--- src/rtl/nibble_pkg.sv ---
`default_nettype none
// +----------------------------------------------------------------------------+
// | Module      : nibble_pkg                                                   |
// | Description : Shared widths, lane state encoding and lane ids for the      |
// |               nibble assembler.                                            |
// | Revision    : 1.0 - initial release                                        |
// +----------------------------------------------------------------------------+
package nibble_pkg;

   localparam int NIBBLE_W = 4;
   localparam int NIBBLES  = 8;
   localparam int DATA_W   = NIBBLES * NIBBLE_W;
   localparam int CNT_W    = $clog2(NIBBLES);

   typedef enum logic [0:0] {
      FILL = 1'b0,
      HOLD = 1'b1
   } lane_state_t;

   localparam logic LANE_A = 1'b1;
   localparam logic LANE_B = 1'b0;

endpackage
`default_nettype wire

--- src/rtl/nibble_assembler_if.sv ---
`default_nettype none
// +----------------------------------------------------------------------------+
// | Module      : nibble_assembler_if                                          |
// | Description : Nibble input stream plus lane A/B word outputs.              |
// | Revision    : 1.0 - initial release                                        |
// +----------------------------------------------------------------------------+
interface nibble_assembler_if;
   import nibble_pkg::*;

   logic                flush;
   logic                in_valid;
   logic                in_sel;
   logic [NIBBLE_W-1:0] nibble_in;
   logic                in_ready;
   logic [DATA_W-1:0]   dataA;
   logic                validA;
   logic                readyA;
   logic [DATA_W-1:0]   dataB;
   logic                validB;
   logic                readyB;

   modport master (
      output flush, in_valid, in_sel, nibble_in, readyA, readyB,
      input  in_ready, dataA, validA, dataB, validB
   );

   modport slave (
      input  flush, in_valid, in_sel, nibble_in, readyA, readyB,
      output in_ready, dataA, validA, dataB, validB
   );

endinterface
`default_nettype wire

--- src/rtl/nibble_lane.sv ---
`default_nettype none
// +----------------------------------------------------------------------------+
// | Module      : nibble_lane                                                  |
// | Description : One output lane: packs accepted nibbles into a word and      |
// |               holds it until the consumer takes it.                        |
// |               NIBBLE_MSB_FIRST_EN: first nibble lands in the top bits.     |
// | Revision    : 1.0 - initial release                                        |
// +----------------------------------------------------------------------------+
module nibble_lane
   import nibble_pkg::*;
(
   input  wire logic                clk,
   input  wire logic                reset_L,
   input  wire logic                flush_i,
   input  wire logic                accept_i,
   input  wire logic [NIBBLE_W-1:0] nibble_i,
   input  wire logic                ready_i,
   output logic      [DATA_W-1:0]   data_o,
   output logic                     valid_o,
   output logic                     fill_o
);

   lane_state_t         state_q;
   logic [CNT_W-1:0]    cnt_q;
   logic [DATA_W-1:0]   data_q;
   logic [DATA_W-1:0]   data_d;
   logic                valid_q;
   logic [CNT_W-1:0]    w_idx;

`ifdef NIBBLE_MSB_FIRST_EN
   assign w_idx = CNT_W'(NIBBLES - 1) - cnt_q;
`else
   assign w_idx = cnt_q;
`endif

   always_comb begin
      data_d = data_q;
      for (int i = 0; i < NIBBLES; i++) begin
         if (w_idx == CNT_W'(i)) begin
            data_d[i*NIBBLE_W +: NIBBLE_W] = nibble_i;
         end
      end
   end

   // cnt is already 0 in HOLD, so a drain+accept writes the first slot of the next word.
   always_ff @(posedge clk or negedge reset_L) begin
      if (!reset_L) begin
         state_q <= FILL;
         cnt_q   <= '0;
         data_q  <= '0;
         valid_q <= 1'b0;
      end else begin
         case (state_q)
            FILL: begin
               if (flush_i) begin
                  cnt_q <= '0;
               end else if (accept_i) begin
                  data_q <= data_d;
                  if (cnt_q == CNT_W'(NIBBLES - 1)) begin
                     cnt_q   <= '0;
                     state_q <= HOLD;
                     valid_q <= 1'b1;
                  end else begin
                     cnt_q <= cnt_q + CNT_W'(1);
                  end
               end
            end
            HOLD: begin
               if (ready_i) begin
                  valid_q <= 1'b0;
                  state_q <= FILL;
                  if (accept_i) begin
                     data_q <= data_d;
                     cnt_q  <= CNT_W'(1);
                  end
               end
            end
            default: begin
               state_q <= FILL;
               cnt_q   <= '0;
               valid_q <= 1'b0;
            end
         endcase
      end
   end

   assign data_o  = data_q;
   assign valid_o = valid_q;
   assign fill_o  = (state_q == FILL);

endmodule
`default_nettype wire

--- src/rtl/nibble_assembler.sv ---
`default_nettype none
// +----------------------------------------------------------------------------+
// | Module      : nibble_assembler                                             |
// | Description : Packs a nibble stream into 32-bit words on lane A or B,      |
// |               selected per nibble by in_sel (1=A, 0=B).                    |
// |               NIBBLE_MSB_FIRST_EN: first nibble goes to bits [31:28].      |
// | Revision    : 1.0 - initial release                                        |
// +----------------------------------------------------------------------------+
module nibble_assembler
   import nibble_pkg::*;
(
   input  wire logic          clk,
   input  wire logic          reset_L,
   nibble_assembler_if.slave  bus
);

   logic w_fill_a;
   logic w_fill_b;
   logic w_accept_a;
   logic w_accept_b;

   // A lane can take a nibble while filling, or while holding if its word drains now.
   assign bus.in_ready = ~bus.flush &
                         ((bus.in_sel == LANE_A) ? (w_fill_a | bus.readyA)
                                                 : (w_fill_b | bus.readyB));

   assign w_accept_a = bus.in_valid & bus.in_ready & (bus.in_sel == LANE_A);
   assign w_accept_b = bus.in_valid & bus.in_ready & (bus.in_sel == LANE_B);

   nibble_lane u_lane_a (
      .clk      (clk),
      .reset_L  (reset_L),
      .flush_i  (bus.flush),
      .accept_i (w_accept_a),
      .nibble_i (bus.nibble_in),
      .ready_i  (bus.readyA),
      .data_o   (bus.dataA),
      .valid_o  (bus.validA),
      .fill_o   (w_fill_a)
   );

   nibble_lane u_lane_b (
      .clk      (clk),
      .reset_L  (reset_L),
      .flush_i  (bus.flush),
      .accept_i (w_accept_b),
      .nibble_i (bus.nibble_in),
      .ready_i  (bus.readyB),
      .data_o   (bus.dataB),
      .valid_o  (bus.validB),
      .fill_o   (w_fill_b)
   );

endmodule
`default_nettype wire

--- src/flat_wrapper.sv ---
// flat-port wrapper written by rule: the top's interface ports become plain ports
module nibble_assembler_flat import nibble_pkg::*;
  (clk, reset_L, bus_flush, bus_in_valid, bus_in_sel, bus_nibble_in, bus_readyA, bus_readyB, bus_in_ready, bus_dataA, bus_validA, bus_dataB, bus_validB);
  nibble_assembler_if bus_i ();
  input  wire logic clk;
  input  wire logic reset_L;
  input wire logic [$bits(bus_i.flush)-1:0] bus_flush;
  input wire logic [$bits(bus_i.in_valid)-1:0] bus_in_valid;
  input wire logic [$bits(bus_i.in_sel)-1:0] bus_in_sel;
  input wire logic [$bits(bus_i.nibble_in)-1:0] bus_nibble_in;
  input wire logic [$bits(bus_i.readyA)-1:0] bus_readyA;
  input wire logic [$bits(bus_i.readyB)-1:0] bus_readyB;
  output wire logic [$bits(bus_i.in_ready)-1:0] bus_in_ready;
  output wire logic [$bits(bus_i.dataA)-1:0] bus_dataA;
  output wire logic [$bits(bus_i.validA)-1:0] bus_validA;
  output wire logic [$bits(bus_i.dataB)-1:0] bus_dataB;
  output wire logic [$bits(bus_i.validB)-1:0] bus_validB;
  assign bus_i.flush = bus_flush;
  assign bus_i.in_valid = bus_in_valid;
  assign bus_i.in_sel = bus_in_sel;
  assign bus_i.nibble_in = bus_nibble_in;
  assign bus_i.readyA = bus_readyA;
  assign bus_i.readyB = bus_readyB;
  assign bus_in_ready = bus_i.in_ready;
  assign bus_dataA = bus_i.dataA;
  assign bus_validA = bus_i.validA;
  assign bus_dataB = bus_i.dataB;
  assign bus_validB = bus_i.validB;
  nibble_assembler u_core (.clk(clk), .reset_L(reset_L), .bus(bus_i));
endmodule
--- config.mk ---
export PLATFORM = sky130hd
export DESIGN_NAME = nibble_assembler_flat
export DESIGN_NICKNAME = d
export VERILOG_FILES = /design/src/rtl/nibble_pkg.sv /design/src/rtl/nibble_assembler_if.sv /design/src/rtl/nibble_lane.sv /design/src/rtl/nibble_assembler.sv /design/src/flat_wrapper.sv
export SDC_FILE = /design/constraint.sdc
export NUM_CORES = 1
export LEC_CHECK = 0
export CAP_MARGIN = 20
export CORE_MARGIN = 10
export CORE_UTILIZATION = 45
export CTS_CLUSTER_DIAMETER = 120
export DETAILED_ROUTE_END_ITERATION = 6
export DONT_BUFFER_PORTS = 1
export SLEW_MARGIN = 40
export SYNTH_ARGS = -nofsm -noshare
export SYNTH_HDL_FRONTEND = slang
export SYNTH_SLANG_ARGS = --single-unit
--- constraint.sdc ---
create_clock -name clk -period 1.7 [get_ports clk]
set_input_delay 0.425 -clock clk [delete_from_list [all_inputs] [get_ports clk]]
set_output_delay 0.425 -clock clk [all_outputs]
set_load 0.02 [all_outputs]
==> results of run 1 <==
metal layers:
| metal | routed length (um) | up-vias | GRT usage (%) |
|---|---|---|---|
| met5 | 0 | - | 0 |
| met4 | 108 | 0 | 4.93 |
| met3 | 687 | 10 | 6.71 |
| met2 | 3710 | 47 | 21.4 |
| met1 | 3220 | 995 | 16.4 |
| li1 | - | 877 | - |
per-stage QoR:
step / cell area, um^2 / setup TNS (ns) / power [mW]
after floorplan: 3420 / 0 / 2.36
after global placement: 3570 / 0 / 2.41
after global routing: 4010 / -0.810 / 4.32
after CTS: 3910 / -0.0368 / 4.21
final: 4010 / -0.0705 / 4.17
after detailed placement: 3570 / -0.255 / 2.42
Yosys cell counts:
master	instances
nor2b_4	1
nand3b_2	1
a21oi_1	2
or2b_2	1
clkbuf_1	4
buf_2	1
nor4_4	3
nor2b_1	1
ha_1	12
a22o_1	2
nor3_4	3
o21bai_1	1
nor4b_4	4
nand3_1	4
o22ai_1	1
o311ai_0	1
mux2i_1	2
a211oi_1	1
and2b_1	1
nor2_1	5
mux2_2	63
inv_1	8
nand2_4	1
o31a_2	1
buf_6	4
nor3b_1	2
buf_12	1
dfrtp_1	74
and4b_2	1
mux2_1	1
buf_4	1
o31ai_1	1
nand2_1	2
o211ai_1	1
nand3_4	1
o21ai_0	9
nand4b_1	5
nand2b_1	4
worst max-delay path: stages (launching register included):
cell and delay [ns]:
dfrtp_1 0.37, buf_4 0.12, buf_4 0.12, ha_4 0.14, nand2b_4 0.07, nor4_4 0.26
buf_4 0.18, mux2_2 0.32
registers in the layout, indices dropped and copies added, names as in the netlist:
register	cells
u_core.u_lane_a.data_o	32
u_core.u_lane_b.cnt_q	3
u_core.u_lane_a.state_q	1
u_core.u_lane_b.state_q	1
u_core.u_lane_b.data_o	32
u_core.u_lane_a.cnt_q	3
u_core.u_lane_b.valid_o	1
u_core.u_lane_a.valid_o	1
power by group:
group	internal, mW	leakage, nW	switching, mW
logic	0.169	0.739	0.0806
registers	1.89	1.00	0.274
clock network	1.11	0.125	0.641
logic make-up after synthesis:
| kind of cell | after synthesis | synth area share, % |
|---|---|---|
| flops | 74 | 54.2 |
| mux | 66 | 21.7 |
| simple gates | 40 | 12.4 |
| compound gates | 20 | 3.73 |
| buf+inv | 19 | 3.59 |
| fa+ha+maj | 12 | 4.39 |
worst max path at each step:
stage | start | to | slack [ns] | cells after the start
floorplan | u_core.u_lane_a.cnt_q[0]$_DFFE_PN0P_ | u_core.u_lane_a.data_o[1]$_DFFE_PN0P_ | 0.06 | 5
global placement | u_core.u_lane_a.cnt_q[1]$_DFFE_PN0P_ | u_core.u_lane_a.data_o[1]$_DFFE_PN0P_ | 0.007 | 5
detailed placement | u_core.u_lane_a.cnt_q[1]$_DFFE_PN0P_ | u_core.u_lane_a.data_o[2]$_DFFE_PN0P_ | -0.07 | 5
CTS | u_core.u_lane_a.cnt_q[0]$_DFFE_PN0P_ | u_core.u_lane_a.data_o[2]$_DFFE_PN0P_ | -0.01 | 6
global route | u_core.u_lane_a.cnt_q[0]$_DFFE_PN0P_ | u_core.u_lane_a.data_o[6]$_DFFE_PN0P_ | -0.10 | 7
finish | u_core.u_lane_a.cnt_q[0]$_DFFE_PN0P_ | u_core.u_lane_a.data_o[6]$_DFFE_PN0P_ | -0.01 | 7
layout make-up:
type / count / area [um^2]
Fill cell: 603 / 3320
Sequential cell: 74 / 1850
Multi-Input combinational cell: 138 / 1550
Timing Repair Buffer: 26 / 203
Clock inverter: 5 / 129
Clock buffer: 9 / 124
Tap cell: 99 / 124
Inverter: 8 / 30.0
timing repair:
| item | in CTS | in global routing |
|---|---|---|
| hold endpoints to repair | 74 | 74 |
| pin swaps | 2 | 6 |
| buffers inserted | 7 | 4 |
| endpoints found under the setup margin | 13 | 42 |
| resized for setup | 11 | 17 |
==> impl_metrics.yaml, run 1 <==
final_layout:
  layout_common_cells: "73 x dfrtp_1, 56 x mux2_2, 24 x buf_4"
  drive_gt1_share_pct: 52.3
  layout_commonest_cell: "dfrtp_1"
  final_nets: 280
  areaGrowthSynthToFinish_pct: 17.4
  num_antenna_cells: 0
  finish.utilization_pct: 54.8
  fin_cells: 359
drt:
  drc: 0
  finalWirelength_um: 7720
  drt-initial-drc-count: 98
  vias: 1929
  ant_nets: 0
  wl_per_cell_um: 21.5
  drt-vias-per-instance: 5.37
  drt-pass1-iter-count: 4
die:
  core_area_mm2: 0.00733
  initial_core_util_pct: 46.6
  ios: 78
  rows: 31
  die_x_um: 107
  die_area_mm2: 0.0115
  die_h_um: 107
critical_path:
  crit_fanout: 4
  regToRegEndpoint: "u_core.u_lane_a.data_o[6]$_DFFE_PN0P_"
  rrSetupSlack_ns: -0.01
  critPathKind: "flop to flop"
  cp-start-kind: "flop"
  r2r-start: "u_core.u_lane_a.cnt_q[0]$_DFFE_PN0P_"
  cp-end-kind: "flop"
  worstPathRequired_ns: 1.93
  reg2reg_depth: 7
  arrival_ns: 1.94
status:
  status: "finished, violations left"
  violations: "negative hold slack, negative setup slack"
clocking:
  numCtsBuffers: 9
  clkTransAtPathRegs_ns: 0.08
  cts_tree: "done"
  cts_max_level: 3
  root_buffer: "clkbuf_8"
  clk_latency_ns: 0.34
  cts_sinks: 74
  cts_max_path_buffers: 2
place:
  dp_hpwl_um: 5350
  gp_congestion: 0.806
  place_inst: 334
  port-buffer-count: 0
  pre_cts_ws_ns: -0.0689
synthesis:
  syn_area_mm2: 0.00342
  yosysTopAreaCell: "dfrtp_1"
  yosys_warnings: 0
  syn_nets: 254
  ys_top_cells_by_area: "dfrtp_1 54%, mux2_2 21%, ha_1 4.4%"
  avgSynthCellArea_um2: 14.8
  synthCells: 231
  ys_seq_area_share_pct: 54.2
  ys_ff_latch: 74
  synth_cell_type_count: 38
  yosys.area.top_type_share_pct: 54.2
flow_run:
  cap_violations: 0
sta:
  fin_crit_sh_pct: 101
  finalWorstSetupSlack_ns: -0.0137
  rsz0062_at_grt: "true"
  hold_viol_final: 74
  slew_viol_final: 0
  finalCriticalPeriod_ns: 1.71
  hold_slack_ns: -0.226
  skew_ns: 0.00780
  fmax_ghz: 0.584
  setup-violations-final: 8
  slew_headroom_pct: 79.1
  worstMarginPinSlew_ns: 0.312
pwr:
  p_per_area_mw_per_mm2: 1040
  leakage_nw: 1.86
  ir_worst_vdd_v: 0.000653
global_routing:
  grt_max_degree: 75
  grt_use_total_pct: 13.8
  grt_pass1_wl_um: 12200
  grt_pass1_vias: 2118
  antenna_found_initial: 0
  overflow: 0
hold_path:
  holdCritPathClass: "input pin to async pin"
Note: power is estimated with default switching activity, not from simulation.
==> run 2, diff against run 1 <==
--- a/config.mk
+++ b/config.mk
@@ -11,6 +11,7 @@
 export CTS_CLUSTER_DIAMETER = 120
 export DETAILED_ROUTE_END_ITERATION = 6
 export DONT_BUFFER_PORTS = 1
+export PLACE_DENSITY = 0.59
 export SLEW_MARGIN = 40
 export SYNTH_ARGS = -nofsm -noshare
 export SYNTH_HDL_FRONTEND = slang
==> impl_metrics.yaml, run 2 (synthesis results as in run 1) <==
sta:
  hold_viol_final: 74
  fin_crit_sh_pct: 101
  finalWorstSetupSlack_ns: -0.0155
  fmax_ghz: 0.583
  finalCriticalPeriod_ns: 1.72
  skew_ns: 0.0156
  slew_viol_final: 0
  rsz0062_at_grt: "true"
  slew_headroom_pct: 81.2
  setup-violations-final: 7
  worstMarginPinSlew_ns: 0.279
  fin_setup_tns_ns: -0.0770
  hold_slack_ns: -0.228
die:
  die_area_mm2: 0.0115
  initial_core_util_pct: 46.6
  die_h_um: 107
  die_x_um: 107
  ios: 78
  rows: 31
  core_area_mm2: 0.00733
critical_path:
  r2r-start: "u_core.u_lane_a.cnt_q[0]$_DFFE_PN0P_"
  crit_path_cell_trace: "inv_2 -> ha_4 -> or2b_4 -> buf_6 -> nor3_4 -> buf_6 -> mux2_4"
  crit_fanout: 3
  arrival_ns: 1.94
  crit_buf_inv: 3
  critPathKind: "flop to flop"
  regToRegEndpoint: "u_core.u_lane_a.data_o[16]$_DFFE_PN0P_"
  cp-start-kind: "flop"
  cpLargestDelayFamily: "simple AND/OR/NAND/NOR gates"
  timing.critical_path.mode_cell: "buf_6"
  cp-end-kind: "flop"
  worstPathRequired_ns: 1.92
  slowest_stage: "dfrtp_1"
  reg2reg_depth: 7
  cp.depth: 7
  rrSetupSlack_ns: -0.02
  critPathMaxStageDelay_ns: 0.41
clocking:
  numCtsBuffers: 9
  clk_latency_ns: 0.35
  cts_tree: "done"
  cts_max_level: 3
  clkTransAtPathRegs_ns: 0.08
  cts_sinks: 74
  root_buffer: "clkbuf_8"
  cts_max_path_buffers: 2
global_routing:
  grt_pass1_vias: 2050
  antenna_found_initial: 0
  grt_use_total_pct: 13.7
  overflow: 0
  grt_pass1_wl_um: 12000
  grt_max_degree: 75
hold_path:
  holdCritPathClass: "input pin to async pin"
drt:
  drc: 0
  drt-pass1-iter-count: 4
  finalWirelength_um: 7880
  vias: 1935
  drt-vias-per-instance: 5.38
  drt-initial-drc-count: 72
  wl_per_cell_um: 21.9
  ant_nets: 0
place:
  port-buffer-count: 0
  dp_hpwl_um: 5310
  gp_congestion: 0.811
flow_run:
  cap_violations: 0
pwr:
  finalPower_mw: 3.56
  leakage_nw: 1.83
  p_per_area_mw_per_mm2: 901
  ir_worst_vdd_v: 0.000631
status:
  status: "finished, violations left"
  violations: "negative hold slack, negative setup slack"
final_layout:
  areaGrowthSynthToFinish_pct: 15.6
  drive_gt1_share_pct: 51.0
  layout_common_cells: "74 x dfrtp_1, 55 x mux2_2, 24 x buf_4"
  layout_commonest_cell: "dfrtp_1"
  num_antenna_cells: 0
  final_nets: 281
  nFillCells: 620
-- run 2: cell types whose count changed in the layout (fill, tap and decap cells not counted), moves of 2 or more --
| cell | previous run | this run |
|---|---|---|
| bufinv_16 | 4 | 0 |
| clkbuf_1 | 0 | 2 |
| clkinv_2 | 0 | 2 |
| ha_2 | 3 | 0 |
| ha_4 | 2 | 5 |
-- run 2: what timing repair did --
| action | CTS | global route |
|---|---|---|
| buffers inserted | 9 | 4 |
| endpoints found under the setup margin | 13 | 34 |
| gates resized for setup | 11 | 21 |
| pin swaps | 3 | 4 |
| endpoints found under the hold margin | 74 | 74 |
-- run 2: worst max-delay path by stage --
| stage | startpoint | to | slack [ns] |
|---|---|---|---|
| global placement | u_core.u_lane_a.cnt_q[0]$_DFFE_PN0P_ | u_core.u_lane_a.data_o[1]$_DFFE_PN0P_ | -0.03 |
| global route | u_core.u_lane_a.cnt_q[0]$_DFFE_PN0P_ | u_core.u_lane_a.data_o[16]$_DFFE_PN0P_ | -0.08 |
| CTS | u_core.u_lane_a.cnt_q[1]$_DFFE_PN0P_ | u_core.u_lane_a.data_o[3]$_DFFE_PN0P_ | -0.03 |
| finish | u_core.u_lane_a.cnt_q[0]$_DFFE_PN0P_ | u_core.u_lane_a.data_o[16]$_DFFE_PN0P_ | -0.02 |
| detailed placement | u_core.u_lane_a.cnt_q[0]$_DFFE_PN0P_ | u_core.u_lane_a.data_o[3]$_DFFE_PN0P_ | -0.05 |
| floorplan | u_core.u_lane_a.cnt_q[0]$_DFFE_PN0P_ | u_core.u_lane_a.data_o[1]$_DFFE_PN0P_ | 0.06 |
-- run 2: cell type report --
type                    instances  area [um^2]  area share [%]
flip-flops and latches         74         1850            46.9
clock buffers                  11          131            3.33
inverters                       8         30.0           0.760
multi-input cells             138         1580            40.0
clock inverters                 3         18.8           0.475
well taps                      99          124            3.14
repair buffers                 27          214            5.42
-- run 2: layer usage --
metal | vias up | GRT usage, % | part of all wire [%]
met2 | 46 | 20.5 | 48
li1 | 879 | - | -
met4 | 0 | 4.06 | 0.72
met1 | 1004 | 16.4 | 42
met5 | - | 0 | 0
met3 | 6 | 7.78 | 9.1
-- run 2: stage by stage --
step | std cells | area, um^2 | util (%) | setup WS (ns)
global placement | 333 | 3560 | 48.6 | -0.0319
floorplan | 231 | 3420 | - | 0.0561
CTS | 356 | 3810 | 52.0 | -0.0271
detailed placement | 333 | 3560 | 48.6 | -0.0542
finish | 360 | 3950 | 53.9 | -0.0155
global route | 360 | 3950 | 53.9 | -0.0754
-- run 2: power breakdown --
group | internal [mW] | switching (mW)
Clock | 0.513 | 0.618
Sequential | 1.89 | 0.274
Combinational | 0.178 | 0.0834
==> variant (flow settings as in run 2) <==
Add a define of `NIBBLE_MSB_FIRST_EN`.
--- a/src/rtl/nibble_lane.sv
+++ b/src/rtl/nibble_lane.sv
@@ -8,2 +8,4 @@
 // +----------------------------------------------------------------------------+
+`define NIBBLE_MSB_FIRST_EN
+
 module nibble_lane
Behaviour: not the same (Yosys sat finds a counterexample within 4 cycles, from zero or initial values and one cycle with reset_L low).
==> variant against run 2 <==
  * The run still ends with negative hold slack, negative setup slack left
  * Via count shrank 1.3%
  * Critical path depth decreased by 3
  * Cell count did not move
  * Area after synthesis is 1.8% lower
  * Design area up 1.7%
  * Sequential cell count unchanged
  * Wire length down 0.94%
  * Total power rose by 11%
  * Synthesized cell count grew 0.87%
  * Worst setup slack worse by 0.15 ns
  * Critical path type is now flop to primary output
==> variant: results (changes against run 2) <==
DR WL/cell 21.69 um (-0.94%); Filler Cells Inserted 614 (-0.97%); routability congestion estimate from global placement 0.7665 (-5.5%); sequential-to-total area share from yosys stat 0.5516 (+0.009894); count of vias placed by the detailed router 1,909 (-1.3%); count of distinct cell types in the synthesized netlist 40 (+5.3%); number of hold-slack violations in the final timing report 74 (unchanged); R2R Path Start u_core.u_lane_a.cnt_q[1]$_DFFE_PN0P_; DP Wirelength 5280 um (-0.61%); Worst Setup EP bus_in_ready; complex-gate fraction of the synthesized area 0.03578 (-0.001554); Setup TNS Final -0.2087 ns (-0.1317 ns); end of the worst register-to-register path u_core.u_lane_a.data_o[10]$_DFFE_PN0P_; final worst setup slack -0.1605 ns (-0.1451 ns); cell class contributing the biggest share of worst-path delay flip-flops; met2 Resource Use GR 0.2133 (+0.008278); overall global routing resource usage 0.1361 (-0.0007794); placement-stage worst setup slack -0.02761 ns (+0.02661 ns); Worst IR Drop VDD 0.5642 mV (-11%); worst hold-check slack -0.2363 ns (-0.008088 ns); crit path from u_core.u_lane_a.state_q$_DFF_PN0_; Final Skew 0.009469 ns (-0.006098 ns); critical path data arrival time 1.44 ns (-0.50 ns); run status complete, but fails checks; mux contribution to synthesized area 0.2225 (+0.005821); post-route met1 wirelength 3172 um (-4.6%); adder and majority cell fraction of the synthesized area 0.04473 (+0.0008022); failing checks negative hold slack, negative setup slack; first-pass GRT wire length 12,020 um (-0.12%); routing usage on met3 0.07669 (-0.001153); Final setup viols 5 (-2); Post-Synthesis Cells 233 (+0.87%); Mapped Nets 256 (+0.79%); Static Leak 1.846 nW (+0.98%); Final nets 279 (-0.71%); share of layout cells above drive strength 1 0.5134 (+0.003831); leading post-synthesis cells by instance count 74 x sky130_fd_sc_hd__dfrtp_1, 61 x sky130_fd_sc_hd__mux2_2, 12 x sky130_fd_sc_hd__ha_1, 9 x sky130_fd_sc_hd__nand2_1, 8 x sky130_fd_sc_hd__inv_1
variant: cell types whose count changed after synthesis, sizes merged, moves of 3 or more:
cell / run 2 / this run
nor2b: 2 / 5
o21ai: 9 / 3
nand2: 3 / 9
nand3: 5 / 1
nand4: 0 / 3
nand4b: 5 / 0
nor2: 5 / 1
nor4: 3 / 8
variant: cell type report:
type,instances,area share
flip-flops and latches,74,0.4620
multi-input cells,139,0.3935
repair buffers,24,0.05171
clock buffers,12,0.03614
well taps,99,0.03084
clock inverters,4,0.01838
inverters,8,0.007477
variant: through the flow:
step	power (mW)	utilization
floorplan	2.376	-
global placement	2.427	0.4880
detailed placement	2.436	0.4887
CTS	3.967	0.5242
global route	4.112	0.5537
finish	3.947	0.5537
variant: power breakdown:
part	switching (mW)	internal, mW
clock	0.657	0.872
combinational	0.0819	0.152
sequential	0.284	1.90
variant: repair_timing:
action | in CTS | in global routing
hold endpoints to repair | 74 | 74
setup endpoints to repair | 9 | 46
setup buffers | 3 | 8
pin swaps | 2 | 8
gates resized for setup | 3 | 35
